**config.mk**
```make
export PLATFORM = sky130hd
export DESIGN_NAME = pipe_hazard_ctrl
export DESIGN_NICKNAME = d
export VERILOG_FILES = /design/src/rtl/pipe_hazard_ctrl.sv
export SDC_FILE = /design/constraint.sdc
export NUM_CORES = 1
export LEC_CHECK = 0
export CORE_MARGIN = 2
export CORE_UTILIZATION = 38
export DETAILED_ROUTE_END_ITERATION = 7
export GPL_TIMING_DRIVEN = 0
export HOLD_SLACK_MARGIN = 0.02
export PLACE_DENSITY = 0.74
export SETUP_SLACK_MARGIN = 0.2
export SYNTH_ARGS = -nofsm -noshare
export SYNTH_HDL_FRONTEND = slang
export SYNTH_SLANG_ARGS = --single-unit
```
**constraint.sdc**
```tcl
create_clock -name clk -period 1.4 [get_ports clk]
set_input_delay 0.28 -clock clk [delete_from_list [all_inputs] [get_ports clk]]
set_output_delay 0.28 -clock clk [all_outputs]
set_load 0.01 [all_outputs]
```
**src/rtl/pipe_hazard_ctrl.sv**
```systemverilog
// Pipeline stall/flush control: load-use bubbles, redirect squash, data-memory wait with timeout trap.
// Optional performance counters are built when PIPE_CTRL_PERF_EN is defined.
module pipe_hazard_ctrl #(
  parameter int unsigned NUM_REGS    = 32,
  parameter int unsigned REG_SEL     = $clog2(NUM_REGS),
  parameter int unsigned WAIT_W      = 8,
  parameter int unsigned MEM_TIMEOUT = 255,
  parameter int unsigned PERF_W      = 32
) (
  input  logic               clk,
  input  logic               rst_n,
  input  logic [REG_SEL-1:0] id_rs1,
  input  logic [REG_SEL-1:0] id_rs2,
  input  logic               id_uses_rs1,
  input  logic               id_uses_rs2,
  input  logic [REG_SEL-1:0] ex_rd,
  input  logic               ex_mem_read,
  input  logic               ex_redirect,
  input  logic               dmem_req,
  input  logic               dmem_ready,
  output logic               pc_stall,
  output logic               if_id_stall,
  output logic               id_ex_stall,
  output logic               ex_mem_stall,
  output logic               if_id_flush,
  output logic               id_ex_flush,
  output logic               mem_timeout,
  output logic [1:0]         state_out
`ifdef PIPE_CTRL_PERF_EN
  ,
  output logic [PERF_W-1:0]  stall_cycles,
  output logic [PERF_W-1:0]  flush_count,
  output logic [PERF_W-1:0]  load_use_count
`endif
);

  typedef enum logic [1:0] {
    ST_RUN      = 2'd0,
    ST_MEM_WAIT = 2'd1,
    ST_TRAP     = 2'd2
  } state_e;

  localparam logic [WAIT_W-1:0] TIMEOUT_CNT = WAIT_W'(MEM_TIMEOUT);

  state_e              state_q, state_d;
  logic [WAIT_W-1:0]   cnt_q, cnt_d;
  logic                timeout_q, timeout_d;
  logic                mem_hold;
  logic                load_use;

  assign load_use = ex_mem_read && (ex_rd != '0) &&
                    ((id_uses_rs1 && (id_rs1 == ex_rd)) ||
                     (id_uses_rs2 && (id_rs2 == ex_rd)));

  // Next state; mem_hold marks cycles where the memory handshake freezes everything.
  always_comb begin
    state_d   = state_q;
    cnt_d     = cnt_q;
    timeout_d = timeout_q;
    mem_hold  = 1'b0;
    case (state_q)
      ST_RUN: begin
        if (dmem_req && !dmem_ready) begin
          mem_hold = 1'b1;
          state_d  = ST_MEM_WAIT;
          cnt_d    = WAIT_W'(1);
        end
      end
      ST_MEM_WAIT: begin
        if (!dmem_ready) begin
          mem_hold = 1'b1;
          if (cnt_q == TIMEOUT_CNT) begin
            state_d   = ST_TRAP;
            timeout_d = 1'b1;
          end else begin
            cnt_d = cnt_q + WAIT_W'(1);
          end
        end else begin
          state_d = ST_RUN;
          cnt_d   = '0;
        end
      end
      default: begin
        mem_hold  = 1'b1;
        state_d   = ST_TRAP;
        timeout_d = 1'b1;
      end
    endcase
  end

  // Strobes are zero-latency; reset forces both flushes so the pipe fills with NOPs.
  always_comb begin
    pc_stall     = 1'b0;
    if_id_stall  = 1'b0;
    id_ex_stall  = 1'b0;
    ex_mem_stall = 1'b0;
    if_id_flush  = 1'b0;
    id_ex_flush  = 1'b0;
    if (!rst_n) begin
      if_id_flush = 1'b1;
      id_ex_flush = 1'b1;
    end else if (mem_hold) begin
      pc_stall     = 1'b1;
      if_id_stall  = 1'b1;
      id_ex_stall  = 1'b1;
      ex_mem_stall = 1'b1;
    end else if (ex_redirect) begin
      if_id_flush = 1'b1;
      id_ex_flush = 1'b1;
    end else if (load_use) begin
      pc_stall    = 1'b1;
      if_id_stall = 1'b1;
      id_ex_flush = 1'b1;
    end
  end

  always_ff @(posedge clk or negedge rst_n) begin
    if (!rst_n) begin
      state_q   <= ST_RUN;
      cnt_q     <= '0;
      timeout_q <= 1'b0;
    end else begin
      state_q   <= state_d;
      cnt_q     <= cnt_d;
      timeout_q <= timeout_d;
    end
  end

  assign state_out   = 2'(state_q);
  assign mem_timeout = timeout_q;

`ifdef PIPE_CTRL_PERF_EN
  logic [PERF_W-1:0] stall_cnt_q, flush_cnt_q, lu_cnt_q;
  logic              redirect_evt, lu_evt;

  assign redirect_evt = rst_n && !mem_hold && ex_redirect;
  assign lu_evt       = rst_n && !mem_hold && !ex_redirect && load_use;

  // Saturating event counters.
  always_ff @(posedge clk or negedge rst_n) begin
    if (!rst_n) begin
      stall_cnt_q <= '0;
      flush_cnt_q <= '0;
      lu_cnt_q    <= '0;
    end else begin
      if (pc_stall && (stall_cnt_q != '1)) stall_cnt_q <= stall_cnt_q + PERF_W'(1);
      if (redirect_evt && (flush_cnt_q != '1)) flush_cnt_q <= flush_cnt_q + PERF_W'(1);
      if (lu_evt && (lu_cnt_q != '1)) lu_cnt_q <= lu_cnt_q + PERF_W'(1);
    end
  end

  assign stall_cycles   = stall_cnt_q;
  assign flush_count    = flush_cnt_q;
  assign load_use_count = lu_cnt_q;
`endif

endmodule

```
==> summary.txt, run 1 <==
Finish
  – Layout cells sized above 1: 0.500
  – Util after Layout: 0.741
  – Ant. Diodes: 0
  – Cell area after layout: approximately 0.0015 mm^2
  – Fill cells: roughly 130
  – Layout area overhead: 81.0%
  – Register area: approximately 280 um^2
  – Nets@finish: 163
  – Post-Layout Cell Count: about 170
  – Footprint of the multi-input gates: ~660 um^2

Placement
  – Post-Place Cells: ~150
  – Port bufs: 31
  – DP Wirelength: 1520 um
  – Routability cong.: 0.810
  – Setup Slack @ Placement: -1.34 ns
  – Placement Cell Area: around 0.0012 mm^2

STA
  – Final setup fails: 14
  – Hold Fails Final Rpt: 0
  – RSZ-0062 raised after global routing: yes
  – Max Clock Skew: between 0.002 and 0.003 ns
  – Least-Margin Pin Slew: about 0.37 ns
  – Fin crit period: roughly 1.9 ns
  – Slew HR: 0.752
  – Period utilization: 1.37
  – Peak Freq: ~520 MHz
  – Slew Viols, Final: 0
  – Worst hold slack: approximately 0.45 ns
  – Setup TNS: -3.14 ns
  – Fin worst setup slack: -0.519 ns

Synth
  – Seq/Total Area, Yosys: 0.340
  – Synthesized instance count: 87
  – Synth cell types: 34
  – Synthesis Warnings: 0
  – Synth Register Bits: 11
  – Share of flip-flops with an asynchronous set or reset: 1.00
  – Syn_nets: around 110
  – Post-synth EDFFs: 0
  – Mean cell area of the mapped netlist: between 9 and 10 um^2
  – Post-Synthesis Cell Area: 811 um^2
  – Main synth FF type: dfrtp_1

Hold path
  – Worst hold path startpoint: dmem_req
  – Worst hold path type: primary input to flop

Drt
  – Pre-Repair DR Iteration Count: 4
  – DR vias: 855
  – Drt initial violations: 12
  – Routed WL per cell: 14.7 um
  – DR vias/cell: a little over 5
  – Antenna-violating nets left: 0
  – Routed WL: between 2000 and 2500 um
  – # DRC: 0

Global route
  – Initial antenna violation count: 0
  – Met1 Use GR: 0.261
  – GRT Total Usage: 0.202
  – Vias in the first global route: slightly above 800
  – Pin count of the biggest net entering global routing: 10
  – Global route overflow: 0
  – Grt met3 use: 0.0565
  – Most Used Layer, Global Route: met2
  – Grt met2 use: 0.331
  – Global-route wire length before repair: slightly below 4000 um

Pwr
  – Cell Int Power: between 0.6 and 0.7 mW
  – Flop pwr share: 0.364
  – VDD IR-drop max: ~0.56 mV
  – Final Power: 0.983 mW
  – P_sw: approximately 0.32 mW
  – Combinational power share: 0.398
  – Clk pwr share: 0.237
  – Sw Share: 0.324
  – PD cells: ~670 mW/mm^2
  – Leakage: about 0.65 nW

Floorplanning
  – Core area: about 0.0020 mm^2
  – FP Rows: 16
  – I/O Pins: 32
  – Die width: around 50 um
  – Die Area: ~0.0025 mm^2
  – Die Span Y: ~50 um
  – Starting Density: 0.409

Clock tree
  – Cts bufs inserted: 3
  – H-Tree Depth: 1
  – Clk root buf: clkbuf_4
  – Clk Latency, worst-skew pair: approximately 0.28 ns
  – Clk slew on worst S/H paths: 0.08 ns
  – CTS Buffer Depth: 2
  – CTS tree: yes
  – CTS sink count: 11

Setup path
  – Worst path cell trace: buf_6 > o21ba_4 > o31ai_4 > o31ai_4 > buf_4 > buf_6
  – CP arrival: about 1.6 ns
  – Buf/Inv on CP: 3
  – Crit Path Category: flop to output port
  – Worst path slowest cell: dfrtp_1
  – R2R Path Start: cnt_q[0]$_DFFE_PN0P_
  – CP top delay family: compound AO/OA/AOI/OAI gates
  – Worst Setup SP: state_out[0]$_DFFE_PN0P_
  – Critical Path Sink Type: output port
  – Largest fanout on the critical path: 3
  – Startpoint types: flop
  – Worst path max stage delay: roughly 0.4 ns
  – WP data required: between 1 and 1.5 ns

Flow run
  – MaxCap Viol Count: 0

Run status
  – Outcome: finished with violations
  – Failing checks: negative setup slack
## flip-flops by register name (all words and copies together), names as in the netlist
name	cells
state_out	2
mem_timeout	1
cnt_q	8
## area by class of cell
class	count	area share
Multi-Input combinational cell	68	0.447
Clock inverter	1	0.00341
Sequential cell	11	0.189
Buffer	4	0.0239
Inverter	4	0.0102
Timing Repair Buffer	47	0.288
Tap cell	27	0.0230
Clock buffer	3	0.0153
## worst register-to-register path, cell delays in order (launching register included)
cell and delay (ns):
dfrtp_1 0.42, ha_4 0.19, nand3_4 0.07, nor3_4 0.05
a211o_4 0.39, mux2_4 0.31
## power groups by stage
stage	clock network [mW]	registers, mW	logic (mW)
global placement	0	0.361	0.285
global route	0.242	0.361	0.423
CTS	0.226	0.357	0.348
floorplan	0	0.360	0.155
detailed placement	0	0.361	0.287
finish	0.233	0.358	0.392
## logic make-up (layout without fill, tap and decap cells)
family / Yosys count / after routing / share of synthesized area
mux: 1 / 1 / 0.0185
compound gates: 27 / 27 / 0.252
flops: 11 / 11 / 0.340
fa+ha+maj: 1 / 1 / 0.0154
xor+xnor: 11 / 11 / 0.119
simple gates: 28 / 28 / 0.207
buf+inv: 8 / 59 / 0.0494
## what timing repair did
item	4_1_cts	5_1_grt
hold buffers	2	0
resized for setup	92	23
pin swaps	23	9
buffers inserted	9	5
endpoints found under the setup margin	18	18
endpoints found under the hold margin	8	0
## cells in the final DEF, fill, tap and decap left out, types with 3 or more instances in the layout
cell type / count
dfrtp_1: 9
dlygate4sd2_1: 5
nor2_1: 3
o21ai_0: 3
nand2_1: 10
inv_1: 3
buf_2: 7
nor3_1: 3
clkdlybuf4s15_1: 5
clkdlybuf4s50_1: 4
buf_4: 9
clkbuf_4: 3
o31ai_4: 3
buf_6: 15
a21oi_1: 3
xor2_1: 8
## Yosys cell counts (all sizes together), types with 3 or more instances
cell / instances / area share
dfrtp: 11 / 0.34
nand2: 10 / 0.046
xor2: 9 / 0.097
o21ai: 8 / 0.049
nor3: 5 / 0.037
buf: 4 / 0.031
inv: 4 / 0.019
nor2: 4 / 0.019
o31ai: 4 / 0.043
a21oi: 3 / 0.019
nand3: 3 / 0.034
o22a: 3 / 0.034
## worst paths after layout
check	to	slack, ns	cells after the start
min	state_out[0]$_DFFE_PN0P_	0.45	3
min in group asynchronous	state_out[0]$_DFFE_PN0P_	0.57	2
max	pc_stall	-0.52	6
max in group asynchronous	cnt_q[4]$_DFFE_PN0P_	0.47	2
min reg2reg	mem_timeout$_DFFE_PN0P_	0.48	1
max reg2reg	cnt_q[0]$_DFFE_PN0P_	-0.13	5
## routing by layer
layer  part of all wire  wire length (um)
met1               0.44              1080
met2               0.51              1240
met3              0.040                98
met4             0.0045                11
met5                  0                 0
Power figures use the tool's default switching activity.
==> inputs of run 2 (changes only) <==
- CTS_CLUSTER_DIAMETER: not set -> 40
- RECOVER_POWER: not set -> 50
==> run 2 against run 1 <==
  * The run still ends with negative setup slack left
  * Sequential power about the same
  * Wire length is 0.16% higher
  * Highest routed layer unchanged
  * Largest cell class unchanged
  * Non-clock buffer count unchanged
  * Clock power about the same
  * Global-route usage unchanged
  * Final cell count stayed put
==> summary.txt, run 2 (synthesis gave the netlist of run 1 again) <==
Run status
  – Outcome: finished with violations (unchanged)
  – Failing checks: negative setup slack (unchanged)

STA
  – Worst hold slack: 0.447 ns (unchanged)
  – Final setup fails: 14 (unchanged)
  – Max Clock Skew: 0.00278 ns (unchanged)
  – Period utilization: 1.37 (unchanged)
  – Fin worst setup slack: -0.519 ns (unchanged)
  – Slew Viols, Final: 0 (unchanged)
  – Setup TNS: -3.14 ns (about the same)
  – Fin crit period: 1.92 ns (unchanged)
  – RSZ-0062 raised after global routing: yes (unchanged)
  – Peak Freq: 521 MHz (unchanged)
  – Hold Fails Final Rpt: 0 (unchanged)
  – Slew HR: 0.752 (about the same)
  – Least-Margin Pin Slew: 0.371 ns (about the same)

Placement
  – DP Wirelength: 1520 um (unchanged)
  – Setup Slack @ Placement: -1.34 ns (unchanged)
  – Port bufs: 31 (unchanged)
  – Routability cong.: 0.810 (unchanged)

Finish
  – Util after Layout: 0.737 (was 0.741)
  – Layout cells sized above 1: 0.493 (was 0.500)
  – Nets@finish: 163 (unchanged)
  – Footprint of the multi-input gates: 656 um^2 (unchanged)
  – Layout area overhead: 80.1% (was 81.0%)
  – Biggest register: cnt_q (unchanged)
  – Number of flip-flops under the largest register name: 8 (unchanged)
  – Fill cells: 128 (was 126)
  – Register area: 278 um^2 (unchanged)
  – Highest-count cells in the layout ignoring fill and taps: buf_6, nand2_1, buf_4, dfrtp_1, xor2_1 (unchanged)
  – Ant. Diodes: 0 (unchanged)
  – Commonest non-fill, non-tap cell in the layout: buf_6 (unchanged)

Setup path
  – Startpoint types: flop (unchanged)
  – CP top delay family: compound AO/OA/AOI/OAI gates (unchanged)
  – Critical Path Sink Type: output port (unchanged)
  – CP arrival: 1.64 ns (about the same)
  – Worst path max stage delay: 0.39 ns (about the same)
  – Buf/Inv on CP: 3 (unchanged)
  – Worst path slowest cell: dfrtp_1 (unchanged)
  – R2r setup slk: -0.13 ns (about the same)
  – Worst path cell trace: buf_6 > o21ba_4 > o31ai_4 > o31ai_4 > buf_4 > buf_6 (unchanged)
  – WP data required: 1.12 ns (about the same)
  – Largest fanout on the critical path: 3 (unchanged)
  – Crit Path Category: flop to output port (unchanged)

Drt
  – # DRC: 0 (unchanged)
  – Highest Signal Layer: met4 (unchanged)
  – Routed WL: 2430 um (about the same)
  – Pre-Repair DR Iteration Count: 4 (unchanged)
  – Antenna-violating nets left: 0 (unchanged)
  – DR vias: 855 (unchanged)
  – Drt initial violations: 12 (unchanged)
  – DR vias/cell: 5.18 (unchanged)
  – M1 wire length: 1080 um (about the same)
  – Met2 wire len: 1240 um (unchanged)
  – Routed WL per cell: 14.7 um (about the same)
  – Met3 wire len: 98 um (unchanged)

Pwr
  – VDD IR-drop max: 0.558 mV (about the same)
  – PD cells: 672 mW/mm^2 (was 670 mW/mm^2)
  – Flop pwr share: 0.365 (was 0.364)
  – Leakage: 0.648 nW (was 0.651 nW)
  – Sw Share: 0.325 (was 0.324)
  – P_sw: 0.319 mW (about the same)
  – Clk pwr share: 0.238 (was 0.237)
  – Combinational power share: 0.397 (was 0.398)
  – Cell Int Power: 0.663 mW (was 0.664 mW)
  – Final Power: 0.982 mW (was 0.983 mW)

Clock tree
  – Clk slew on worst S/H paths: 0.08 ns (about the same)
  – CTS tree: yes (unchanged)
  – H-Tree Depth: 1 (unchanged)
  – Clk Latency, worst-skew pair: 0.28 ns (about the same)
  – Cts bufs inserted: 3 (unchanged)
  – Clk root buf: clkbuf_4 (unchanged)
  – CTS Buffer Depth: 2 (unchanged)
  – CTS sink count: 11 (unchanged)

Floorplanning
  – I/O Pins: 32 (unchanged)
  – Core area: 0.00198 mm^2 (unchanged)
  – Die width: 50.2 um (unchanged)
  – Die Area: 0.00252 mm^2 (unchanged)
  – Starting Density: 0.409 (unchanged)
  – Die Span Y: 50.2 um (unchanged)
  – FP Rows: 16 (unchanged)

Global route
  – Initial antenna violation count: 0 (unchanged)
  – Pin count of the biggest net entering global routing: 10 (unchanged)
  – GRT Total Usage: 0.202 (unchanged)
  – Global-route wire length before repair: 3850 um (unchanged)
  – Global route overflow: 0 (unchanged)
  – Vias in the first global route: 830 (unchanged)

Hold path
  – Worst hold path type: primary input to flop (unchanged)

Flow run
  – MaxCap Viol Count: 0 (unchanged)
[run 2: cell count changes in the layout (fill, tap and decap cells not counted)]
cell and change:
clkbuf_1 +1, clkdlybuf4s15_2 -1
[run 2: area by class of cell]
| cell class | instances | area share |
|---|---|---|
| multi-input cells | 68 | 0.449 |
| repair buffers | 47 | 0.284 |
| flip-flops and latches | 11 | 0.190 |
| plain buffers | 4 | 0.0240 |
| well taps | 27 | 0.0231 |
| clock buffers | 3 | 0.0154 |
| inverters | 4 | 0.0103 |
| clock inverters | 1 | 0.00343 |
[run 2: metal layers]
layer  GRT usage  vias to the layer above
met1       0.261                      414
met4      0.0509                        0
li1            -                      420
met3      0.0565                        2
met2       0.331                       19
met5           0                        -
[run 2: final timing paths]
kind,start,end,cells after the start
max,state_out[0]$_DFFE_PN0P_,pc_stall,6
min,dmem_req,state_out[0]$_DFFE_PN0P_,3
max reg2reg,cnt_q[0]$_DFFE_PN0P_,cnt_q[0]$_DFFE_PN0P_,5
min reg2reg,mem_timeout$_DFFE_PN0P_,mem_timeout$_DFFE_PN0P_,1
max in group asynchronous,rst_n,cnt_q[4]$_DFFE_PN0P_,2
min in group asynchronous,rst_n,state_out[0]$_DFFE_PN0P_,2
[run 2: power groups by stage]
stage	clock network [mW]	logic (mW)	registers, mW
4_1_cts	0.226	0.348	0.357
5_1_grt	0.242	0.422	0.361
3_3_place_gp	0	0.285	0.361
2_1_floorplan	0	0.155	0.360
3_5_place_dp	0	0.287	0.361
6_report	0.233	0.390	0.358
[run 2: tightest hold or removal path, delay by kind of cell]
kind	cells	cell delay, ns
buffers and inverters	1	0.27
AOI/OAI and AO/OA	1	0.06
and+or+nand+nor	1	0.09
[run 2: what timing repair did]
action | CTS | global route
buffers inserted | 9 | 5
endpoints found under the setup margin | 18 | 18
pin swaps | 23 | 9
endpoints found under the hold margin | 8 | 0
resized for setup | 92 | 23
hold buffers | 2 | 0
[run 2: per-stage QoR]
stage,instance area [um^2],cells
floorplan,876,87
CTS,1380,160
finish,1460,165
detailed placement,1220,145
global route,1460,165
global placement,1220,145
